===== config.mk =====
export PLATFORM = sky130hd
export DESIGN_NAME = cache_read_arbiter
export DESIGN_NICKNAME = d
export VERILOG_FILES = /design/src/rtl/cache_read_arbiter.sv
export SDC_FILE = /design/constraint.sdc
export NUM_CORES = 1
export LEC_CHECK = 0
export CORE_AREA = 3 3 95 97
export DETAILED_ROUTE_END_ITERATION = 8
export DIE_AREA = 0 0 98 100
export PLACE_DENSITY = 0.67
export SLEW_MARGIN = 20
export SYNTH_ARGS = -nofsm -noshare
export SYNTH_HDL_FRONTEND = slang
export SYNTH_SLANG_ARGS = --single-unit

===== constraint.sdc =====
create_clock -name clk -period 2.07 [get_ports clk]
set_input_delay 0.414 -clock clk [delete_from_list [all_inputs] [get_ports clk]]
set_output_delay 0.414 -clock clk [all_outputs]
set_load 0.01 [all_outputs]

===== src/rtl/cache_read_arbiter.sv =====
// Arbitrates icache/dcache refill bursts onto one AXI3 AR/R channel pair, one burst in flight.
// Define ARB_ROUND_ROBIN_EN for round-robin tie-breaking; otherwise the dcache wins ties.
module cache_read_arbiter #(
  parameter logic [3:0] ID_I = 4'd0,
  parameter logic [3:0] ID_D = 4'd1
) (
  input  logic        clk,
  input  logic        rst,
  input  logic [31:0] i_araddr,
  input  logic [7:0]  i_arlen,
  input  logic        i_arvalid,
  output logic        i_arready,
  output logic [31:0] i_rdata,
  output logic        i_rlast,
  output logic        i_rvalid,
  input  logic        i_rready,
  input  logic [31:0] d_araddr,
  input  logic [7:0]  d_arlen,
  input  logic        d_arvalid,
  output logic        d_arready,
  output logic [31:0] d_rdata,
  output logic        d_rlast,
  output logic        d_rvalid,
  input  logic        d_rready,
  output logic [3:0]  arid,
  output logic [31:0] araddr,
  output logic [7:0]  arlen,
  output logic [2:0]  arsize,
  output logic [1:0]  arburst,
  output logic        arvalid,
  input  logic        arready,
  input  logic [3:0]  rid,
  input  logic [31:0] rdata,
  input  logic [1:0]  rresp,
  input  logic        rlast,
  input  logic        rvalid,
  output logic        rready
);

  typedef enum logic [1:0] {S_IDLE, S_ADDR, S_DATA} state_e;

  state_e state_q, state_d;
  logic   owner_q, owner_d;
  logic   owner_rready;
`ifdef ARB_ROUND_ROBIN_EN
  logic   last_owner_q, last_owner_d;
`endif

  // Single burst in flight, so the response ID and status carry no routing information.
  logic unused_resp;
  assign unused_resp = ^{rid, rresp};

  assign arsize  = 3'b010;
  assign arburst = 2'b01;
  assign owner_rready = owner_q ? d_rready : i_rready;

  always_ff @(posedge clk) begin
    if (rst) begin
      state_q      <= S_IDLE;
      owner_q      <= 1'b0;
`ifdef ARB_ROUND_ROBIN_EN
      last_owner_q <= 1'b1;
`endif
    end else begin
      state_q      <= state_d;
      owner_q      <= owner_d;
`ifdef ARB_ROUND_ROBIN_EN
      last_owner_q <= last_owner_d;
`endif
    end
  end

  always_comb begin
    state_d = state_q;
    owner_d = owner_q;
`ifdef ARB_ROUND_ROBIN_EN
    last_owner_d = last_owner_q;
`endif
    case (state_q)
      S_IDLE: begin
        if (i_arvalid || d_arvalid) begin
          state_d = S_ADDR;
`ifdef ARB_ROUND_ROBIN_EN
          owner_d = (i_arvalid && d_arvalid) ? ~last_owner_q : d_arvalid;
`else
          owner_d = d_arvalid;
`endif
        end
      end
      S_ADDR: begin
        if (arready) begin
          state_d = S_DATA;
`ifdef ARB_ROUND_ROBIN_EN
          last_owner_d = owner_q;
`endif
        end
      end
      S_DATA: begin
        if (rvalid && owner_rready && rlast) state_d = S_IDLE;
      end
      default: state_d = S_IDLE;
    endcase
  end

  always_comb begin
    arvalid   = 1'b0;
    arid      = '0;
    araddr    = '0;
    arlen     = '0;
    i_arready = 1'b0;
    d_arready = 1'b0;
    rready    = 1'b0;
    i_rvalid  = 1'b0;
    d_rvalid  = 1'b0;
    i_rlast   = 1'b0;
    d_rlast   = 1'b0;
    i_rdata   = rdata;
    d_rdata   = rdata;
    case (state_q)
      S_ADDR: begin
        arvalid = 1'b1;
        if (owner_q) begin
          arid      = ID_D;
          araddr    = d_araddr;
          arlen     = d_arlen;
          d_arready = arready;
        end else begin
          arid      = ID_I;
          araddr    = i_araddr;
          arlen     = i_arlen;
          i_arready = arready;
        end
      end
      S_DATA: begin
        rready = owner_rready;
        if (owner_q) begin
          d_rvalid = rvalid;
          d_rlast  = rlast;
        end else begin
          i_rvalid = rvalid;
          i_rlast  = rlast;
        end
      end
      default: ;
    endcase
  end

endmodule


==> results of run 1 <==
[cell families after synthesis]
| kind of cell | count (synthesis) | share of synthesized area, % |
|---|---|---|
| buffers and inverters | 84 | 47.2 |
| AOI/OAI and AO/OA | 5 | 2.23 |
| other | 2 | 0.536 |
| muxes | 41 | 29.3 |
| and+or+nand+nor | 55 | 16.4 |
| DFF | 3 | 4.29 |
[synthesized netlist by cell type]
cell / count / area, µm²
nand2b_1: 1 / 6.26
a21o_1: 1 / 7.51
nand2_1: 3 / 11.3
nor2_1: 44 / 165
mux2i_1: 41 / 410
inv_2: 1 / 3.75
a21oi_1: 2 / 10.0
dfxtp_1: 3 / 60.1
and2b_2: 2 / 17.5
conb_1: 2 / 7.51
a2111oi_0: 1 / 8.76
buf_8: 3 / 45.0
inv_1: 1 / 3.75
nor3_1: 1 / 5.00
and3_1: 4 / 25.0
buf_6: 4 / 45.0
buf_4: 75 / 563
o21ai_1: 1 / 5.00
[registers in the layout, summed over array words and instances, names as in the netlist]
name,count
owner_q,1
state_q,2
[layer usage]
metal	part of all wire (%)	vias to the layer above	GRT usage, %	wire length (µm)
met1	38	620	10.2	2030
li1	-	675	-	-
met2	46	90	16.3	2490
met4	4.2	0	5.32	226
met5	0	-	0	0
met3	12	31	4.17	661
[report_power, final]
part | internal (mW) | switching, mW | total (mW)
registers | 0.0639 | 0.0110 | 0.0749
logic | 0.354 | 0.217 | 0.571
clock network | 0.131 | 0.0398 | 0.171
[layout make-up]
type	instances	area, µm²	share of cell area (%)
sequential	3	63.8	2.53
tap	105	131	5.21
timing repair buffer	144	1570	62.2
multi-input combinational	109	707	28.0
inverter	2	7.51	0.297
clock buffer	4	45.0	1.78
[stage by stage]
stage	TNS [ns]	area, µm²	setup WS, ns
3_5_place_dp	-0.0983	2330	-0.0897
5_1_grt	-0.00119	2520	-0.00119
3_3_place_gp	-0.0985	2330	-0.0985
6_report	0	2520	0.0478
2_1_floorplan	0	1420	0.750
4_1_cts	0	2380	0.00120
[what timing repair did]
item / in CTS / in global routing
buffers inserted: 1 / 0
cloned: 0 / 1
gates resized for setup: 7 / 45
setup endpoints to repair: 18 / 42
[how the worst min path moves through the flow]
stage | slack [ns] | start | end
finish | 0.48 | state_q[1]$_SDFFE_PP0P_ | state_q[0]$_SDFFE_PP0P_
global route | 0.53 | state_q[1]$_SDFFE_PP0P_ | state_q[0]$_SDFFE_PP0P_
CTS | 0.49 | state_q[1]$_SDFFE_PP0P_ | state_q[0]$_SDFFE_PP0P_
detailed placement | 0.48 | state_q[1]$_SDFFE_PP0P_ | state_q[0]$_SDFFE_PP0P_
global placement | 0.46 | state_q[1]$_SDFFE_PP0P_ | state_q[0]$_SDFFE_PP0P_
floorplan | 0.43 | state_q[1]$_SDFFE_PP0P_ | state_q[0]$_SDFFE_PP0P_
[layout by cell type, fill, tap and decap left out, drive strengths merged]
cell,count
clkdlybuf4s50,91
nor2,44
dlymetal6s2s,42
mux2i,41
conb,8
buf,6
clkbuf,5
and3,4
dlygate4sd2,4
nand2,3
dfxtp,3
and2b,2
a21oi,2
inv,2
nand2b,1
a21o,1
o21ai,1
nor3,1
a2111oi,1
==> results_dict.tcl, run 1 <==
set metrics [dict create \
    die_width_um 98 \
    reg2reg_depth 4 \
    initialDrtViolationCount 26 \
    globalRoute.totalOverflow 0 \
    hold_viol_final 0 \
    vdd.ir_drop.worst_uv 147 \
    path_buf_inv 2 \
    fmax_mhz 495 \
    final-max-slew-violation-count 0 \
    timing.final.setup_violations 0 \
    clk-insertion-delay-late_ns 0.22 \
    drt_pass1_iterations 4 \
    setup.worst_path.start "rlast" \
    syn_area_per_cell_um2 7.37 \
    detail_route.wirelength_mm 5.41 \
    floorplan.die_area_um2 9800 \
    port_buffers 137 \
    areaGrowthSynthToFinish_pct 80.3 \
    cts.htree.levels 1 \
    grt_pass1_wl_mm 7.58 \
    crit_top_cell "clkdlybuf4s50_1" \
    via_count 1416 \
    powerDensity_nw_per_um2 324 \
    yosysWarningCount 0 \
    tritoncts "yes" \
    grt_start_max_net_pins 25 \
    holdPathStages 1 \
    cp-start-kind "primary input" \
    route.antenna.remaining_nets 0 \
    synth.ff_latch_count 3 \
    overall_routing_resource_usage_pct 9.68 \
    power.leakage_nw 1.62 \
    layout.filler_cells 868 \
    run_status "finished, final reports clean" \
    clkSlewWorstSetupHoldPaths_ns 0.03 \
    cp.arrival_ns 1.61 \
    clock_sinks 3 \
    detail_route.wl_per_cell_um 14.7 \
    final_core_util_pct 30.7 \
    timing.critical_path.to_type "output port" \
    floorplan.initialDensity_pct 17.0 \
    period_needed_ns 2.02 \
    regToRegEndpoint "state_q[1]$_SDFFE_PP0P_" \
    rrSetupSlack_ns 0.95 \
    pin_count 248 \
    synthesis.instances 190 \
    worstPathCellList "clkdlybuf4s50_1, and3_1, clkdlybuf4s50_1" \
    synth.yosys.seq_area_share_pct 4.29 \
    crit_path_top_delay_cell "clkdlybuf4s50_1" \
    drt_drc 0 \
    final.setup_skew_ns 0.00406 \
    worstSetupPathType "primary input to output port" \
    dpl.cell_count 361 \
    n_antenna_cell 0 \
    critical_path.max_fanout 3 \
    timing.critical_path.slowest_cell_delay_ns 0.54 \
    clock_tree.buffer_depth 2 \
    finalNetCount 390 \
    setup_crit_end "i_rlast" \
    initial_antenna_violation_count 0 \
    core.rowCount 33 \
    final_layout_size_suffix_gt1_share_pct 6.11 \
    timing.final.crit_share_pct 97.7 \
    crit-reg2reg-launch "owner_q$_SDFFE_PP0P_" \
    mappedNetlistArea_um2 1400 \
    place.detailed.hpwl_mm 4.38 \
    cp.required_ns 1.66 \
    finish.cell_count_without_fillers 367 \
    worst_hold_check_slack_ns 0.483 \
    hold_path_class "flop to flop" \
    maxCapViolations 0 \
    core_area_um2 8220 \
    critical-path-top-delay-family "buffers and inverters" \
    postCtsHoldBufs 0 \
    number_of_global_route_vias_before_repair 1418 \
    die_height_um 100 \
    synth.lib_cells_used.distinct 18 \
    cts_inserted_buffers 3 \
    gpl_wtd_cong 0.800 \
    post-layout-total-power_uw 817 \
    clock-root-buffer "clkbuf_8" \
    worst-path-stages 3 \
    route.detailed.vias_per_inst 3.86 \
]
No activity file was read; power rests on OpenSTA's default activity.
==> run 2, diff against run 1 <==
--- a/config.mk
+++ b/config.mk
@@ -5,6 +5,7 @@
 export SDC_FILE = /design/constraint.sdc
 export NUM_CORES = 1
 export LEC_CHECK = 0
+export CAP_MARGIN = 20
 export CORE_AREA = 3 3 95 97
 export DETAILED_ROUTE_END_ITERATION = 8
 export DIE_AREA = 0 0 98 100
==> results of run 2 <==
Final layout, timing and power as in run 1 (identical DEF).
